`src/rtl/des_pkg.sv`:
```
// rtl/des_pkg.sv - DES key schedule tables, widths, state type and rotate helper.
package des_pkg;

  localparam int KEY_W    = 64;
  localparam int CD_W     = 56;
  localparam int HALF_W   = 28;
  localparam int SUBKEY_W = 48;

  // Entries are 1-based DES bit numbers, listed from output bit 1 downwards.
  localparam int PC1 [CD_W] = '{
    57, 49, 41, 33, 25, 17,  9,
     1, 58, 50, 42, 34, 26, 18,
    10,  2, 59, 51, 43, 35, 27,
    19, 11,  3, 60, 52, 44, 36,
    63, 55, 47, 39, 31, 23, 15,
     7, 62, 54, 46, 38, 30, 22,
    14,  6, 61, 53, 45, 37, 29,
    21, 13,  5, 28, 20, 12,  4
  };

  localparam int PC2 [SUBKEY_W] = '{
    14, 17, 11, 24,  1,  5,
     3, 28, 15,  6, 21, 10,
    23, 19, 12,  4, 26,  8,
    16,  7, 27, 20, 13,  2,
    41, 52, 31, 37, 47, 55,
    30, 40, 51, 45, 33, 48,
    44, 49, 39, 56, 34, 53,
    46, 42, 50, 36, 29, 32
  };

  localparam int SHIFT [16] = '{1, 1, 2, 2, 2, 2, 2, 2, 1, 2, 2, 2, 2, 2, 2, 1};

  typedef enum logic {
    IDLE = 1'b0,
    RUN  = 1'b1
  } state_t;

  function automatic logic [HALF_W-1:0] rot28(input logic [HALF_W-1:0] x,
                                              input logic left,
                                              input logic two);
    logic [HALF_W-1:0] r;
    case ({left, two})
      2'b10:   r = {x[HALF_W-2:0], x[HALF_W-1]};
      2'b11:   r = {x[HALF_W-3:0], x[HALF_W-1:HALF_W-2]};
      2'b00:   r = {x[0], x[HALF_W-1:1]};
      default: r = {x[1:0], x[HALF_W-1:2]};
    endcase
    return r;
  endfunction

endpackage

```
`src/rtl/des_pc2.sv`:
```
// rtl/des_pc2.sv - DES permuted choice 2: 56-bit C/D to 48-bit round subkey.
module des_pc2
  import des_pkg::*;
(
  input  logic [CD_W-1:0]     cd,
  output logic [SUBKEY_W-1:0] subkey
);

  // cd[55] is C/D bit 1 and subkey[47] is subkey bit 1.
  for (genvar i = 0; i < SUBKEY_W; i++) begin : g_pc2
    assign subkey[SUBKEY_W-1-i] = cd[CD_W-PC2[i]];
  end

endmodule

```
`src/rtl/des_key_schedule.sv`:
```
// rtl/des_key_schedule.sv - Iterative DES key schedule issuing 16 subkeys over valid/ready.
module des_key_schedule
  import des_pkg::*;
#(
  parameter bit OUT_GATE = 1'b1
) (
  input  logic                i_clk,
  input  logic                i_rst,
  input  logic                i_key_valid,
  output logic                o_key_ready,
  input  logic [KEY_W-1:0]    i_key,
  input  logic                i_decrypt,
  input  logic                i_flush,
  output logic [SUBKEY_W-1:0] o_subkey,
  output logic                o_subkey_valid,
  input  logic                i_subkey_ready,
  output logic [3:0]          o_round,
  output logic                o_last
);

  state_t                state, state_next;
  logic [CD_W-1:0]       cd, cd_pc1, cd_first, cd_step;
  logic [3:0]            round;
  logic                  decrypt;
  logic [3:0]            sh_idx;
  logic                  sh_two;
  logic                  accept, xfer;
  logic [SUBKEY_W-1:0]   pc2_out;

  // Parity bits (DES bits 8,16,...,64) never appear in PC1 and drop out here.
  for (genvar i = 0; i < CD_W; i++) begin : g_pc1
    assign cd_pc1[CD_W-1-i] = i_key[KEY_W-PC1[i]];
  end

  assign accept = (state == IDLE) && i_key_valid && !i_flush;
  assign xfer   = (state == RUN) && i_subkey_ready && !i_flush;

  // Decrypt starts from C0D0, which equals C16D16 since the shifts total 28.
  assign cd_first = i_decrypt ? cd_pc1
                  : {rot28(cd_pc1[CD_W-1:HALF_W], 1'b1, 1'b0),
                     rot28(cd_pc1[HALF_W-1:0],    1'b1, 1'b0)};

  assign sh_idx  = decrypt ? (4'd15 - round) : (round + 4'd1);
  assign sh_two  = (SHIFT[sh_idx] == 2);
  assign cd_step = {rot28(cd[CD_W-1:HALF_W], !decrypt, sh_two),
                    rot28(cd[HALF_W-1:0],    !decrypt, sh_two)};

  always_ff @(posedge i_clk) begin
    if (i_rst) begin
      state <= IDLE;
    end else begin
      state <= state_next;
    end
  end

  always_comb begin
    state_next = state;
    case (state)
      IDLE: if (accept) state_next = RUN;
      RUN: begin
        if (i_flush) begin
          state_next = IDLE;
        end else if (xfer && (round == 4'd15)) begin
          state_next = IDLE;
        end
      end
      default: state_next = IDLE;
    endcase
  end

  always_comb begin
    o_key_ready    = (state == IDLE) && !i_rst;
    o_subkey_valid = (state == RUN);
    o_last         = (state == RUN) && (round == 4'd15);
    o_round        = round;
    o_subkey       = (OUT_GATE && (state != RUN)) ? '0 : pc2_out;
  end

  always_ff @(posedge i_clk) begin
    if (i_rst) begin
      cd      <= '0;
      round   <= '0;
      decrypt <= 1'b0;
    end else if (i_flush) begin
      cd    <= '0;
      round <= '0;
    end else if (accept) begin
      cd      <= cd_first;
      round   <= '0;
      decrypt <= i_decrypt;
    end else if (xfer) begin
      if (round == 4'd15) begin
        round <= '0;
      end else begin
        round <= round + 4'd1;
        cd    <= cd_step;
      end
    end
  end

  des_pc2 u_pc2 (
    .cd     (cd),
    .subkey (pc2_out)
  );

endmodule

```
`config.mk`:
```
export PLATFORM = sky130hd
export DESIGN_NAME = des_key_schedule
export DESIGN_NICKNAME = d
export VERILOG_FILES = /design/src/rtl/des_pkg.sv /design/src/rtl/des_pc2.sv /design/src/rtl/des_key_schedule.sv
export SDC_FILE = /design/constraint.sdc
export NUM_CORES = 1
export LEC_CHECK = 0
export CAP_MARGIN = 20
export CORE_MARGIN = 2
export CORE_UTILIZATION = 53
export CTS_BUF_LIST = sky130_fd_sc_hd__clkbuf_8 sky130_fd_sc_hd__clkbuf_16
export CTS_CLUSTER_DIAMETER = 200
export DETAILED_ROUTE_END_ITERATION = 8
export PLACE_DENSITY_LB_ADDON = 0.12
export RECOVER_POWER = 100
export SLEW_MARGIN = 20
export SYNTH_ARGS = -nofsm -noshare
export SYNTH_HDL_FRONTEND = slang
export SYNTH_SLANG_ARGS = --single-unit
```
`constraint.sdc`:
```
create_clock -name i_clk -period 3.3 [get_ports i_clk]
set_input_delay 0.99 -clock i_clk [delete_from_list [all_inputs] [get_ports i_clk]]
set_output_delay 0.99 -clock i_clk [all_outputs]
set_load 0.02 [all_outputs]
```
==> flow_summary.yaml <==
sta:
  tightest_slew_ps: 1060
  slew_violations: 0
  fin_crit_sh: 0.955
  skew_ps: 13.5
  hold_ws_ps: 524
  rsz0062_at_grt: "no"
  slew_headroom: 0.292
  finalSetupViolations: 0
  final_hold_viol_count: 0
  fmax_mhz: 317
  period_needed_ps: 3150
  fin_setup_tns_ps: 0
logic_synthesis:
  postSynthCellCount: 768
  async_flop_share: 0
  synth_flop_cell: "dfxtp_1"
  ys_warn_count: 0
  synth_cell_types: 72
  synth_seq_area_share: 0.213
  synth_edf_count: 0
  syn-cell-area_um2: 5840
  syn_nets: 840
  synth.avg_cell_area_um2: 7.60
  ys_ff_latch: 62
floorplanning:
  ios: 125
  coreArea_um2: 10800
  fp.dieW_um: 109
  start_util: 0.541
  fp.dieH_um: 109
  rows: 38
  die_area_um2: 11900
placed_design:
  numPortBuffers: 116
  gp_congestion: 1.03
  place_hpwl_mm: 17.2
  placed_area_um2: 7350
final_layout:
  final_cell_mix: "nand2_1, mux2i_1, clkdlybuf4s50_1"
  design_area_um2: 7450
  num_antenna_cells: 0
  drive_gt1_frac: 0.112
  nNetsFinal: 955
  syn_to_final_growth_pct: 27.7
worst_setup_path:
  crit_required_ps: 2310
  r2r_start: "o_round[0]"
  crit_end: "o_key_ready"
  ff2ff_path_depth: 8
  worst-setup-path-type: "input pin to output port"
  worst_r2r_endpoint: "cd[20]"
  end_kind: "output port"
  cp_max_fo: 2
  ff2ff_setup_slack_ps: 250
  cp-start-kind: "input pin"
  worstPathArrival_ps: 2160
  crit_start: "i_rst"
grt:
  overflow: 0
  use_met3: 0.0801
  busiest_layer: "met2"
  grt_start_max_net_pins: 63
  first_global_vias: 6709
  grt_usage: 0.412
  grt_use_met2: 0.629
  grt_pass1_wl_mm: 37.2
  antenna_found_initial: 0
  met1_usage: 0.548
run:
  cap_viol_max_count: 0
route:
  wirelength_mm: 24.1
  wl_per_cell_um: 23.4
  drt_iter0_drc: 810
  ant_nets: 0
  dr.pass1.iters: 5
  via_per_inst: 6.89
  remaining_drc_errors: 0
  dr_total_vias: 7065
clocking:
  clk_pin_slew_ps: 60
  clk_latency_ps: 350
  cts_made_buffers: 9
  clock_sinks: 62
  cts.path.max_buffers: 2
  h-tree-depth: 3
  tritoncts: "built"
  root_buffer: "clkbuf_8"
worst_hold_path:
  hold_path_class: "flip-flop to flip-flop"
  min_from: "cd[54]"
power_and_ir_drop:
  power_density_nw_per_um2: 261
  p_leak_nw: 2.98
  vdd_drop_max_v: 0.000128
run_status:
  outcome: "complete, no violations"
==> where the power goes <==
part / leakage, nW / internal, W / switching [W] / total, W
Sequential: 0.503 / 0.000768 / 0.0000377 / 0.000805
Combinational: 2.39 / 0.000235 / 0.000314 / 0.000548
Clock: 0.0904 / 0.000277 / 0.000313 / 0.000590
==> timing repair <==
action,4_1_cts,5_1_grt
endpoints found under the hold margin,0,0
gates resized for setup,1,2
hold buffers,0,0
buffers inserted,0,0
pin swaps,0,0
endpoints found under the setup margin,1,1
==> metrics by stage <==
step	utilization	total power [W]	instances	worst slack (ps)
after floorplan	-	0.00111	768	582
final	0.691	0.00194	1026	149
after global placement	0.681	0.00135	1012	196
after detailed placement	0.681	0.00136	1012	114
after global routing	0.691	0.00201	1026	47.9
after CTS	0.695	0.00193	1026	19.5
==> cells by family after synthesis <==
kind of cell    count (synthesis)  synth area share
fa+ha+maj                       2           0.00429
compound gates                271             0.319
buf+inv                        77            0.0562
simple gates                  258             0.223
mux                            94             0.179
flops                          62             0.213
xor+xnor                        4           0.00600
==> worst max-delay path: stages <==
cell             delay [ps]
clkdlybuf4s50_1         410
nor2_1                   80
dlygate4sd3_1           680
==> how the worst min path moves through the flow <==
stage / cells past startpoint / end / slack, ps
3_5_place_dp: 2 / cd[54] / 510
3_3_place_gp: 2 / cd[54] / 490
6_report: 2 / cd[54] / 520
2_1_floorplan: 2 / cd[54] / 450
5_1_grt: 2 / cd[54] / 540
4_1_cts: 2 / cd[54] / 510
==> metal layers <==
| metal | routed length (um) | vias up |
|---|---|---|
| li1 | - | 3160 |
| met2 | 10500 | 522 |
| met1 | 9420 | 3267 |
| met4 | 1230 | 0 |
| met5 | 0 | - |
| met3 | 2880 | 116 |
==> state kept, by name, summed over array words and instances (netlist names) <==
| name | flops |
|---|---|
| o_subkey_valid | 1 |
| cd | 56 |
| o_round | 4 |
| decrypt | 1 |
==> area by class of cell <==
class,instances,area [um^2]
inverters,8,30.0
well taps,140,175
clock inverters,4,17.5
clock buffers,10,138
flip-flops and latches,62,1240
multi-input cells,629,4270
fillers,899,3340
repair buffers,173,1580
==> cell usage after synthesis (all sizes together), types with 3 or more instances <==
cell type	count	area share
a211o	7	0.011
a211oi	20	0.026
a21boi	3	0.0039
a21o	8	0.010
a21oi	60	0.051
a221o	7	0.012
a221oi	9	0.014
a22o	4	0.0060
a31o	4	0.0060
a31oi	12	0.014
a32o	5	0.0086
a32oi	3	0.0045
and2	46	0.049
and3	18	0.019
buf	24	0.022
clkbuf	45	0.029
dfxtp	62	0.21
inv	6	0.0039
mux2	11	0.021
mux2i	76	0.13
mux4	7	0.027
nand2	76	0.049
nand3	27	0.023
nor2	59	0.041
nor3	6	0.0079
nor4	3	0.0032
o211ai	18	0.023
o21ai	43	0.037
o221ai	15	0.023
o22ai	15	0.016
o311ai	3	0.0045
o31ai	17	0.022
o32ai	3	0.0045
or2	5	0.0054
or3	5	0.0054
xnor2	3	0.0045
(Power assumes the default switching activity.)
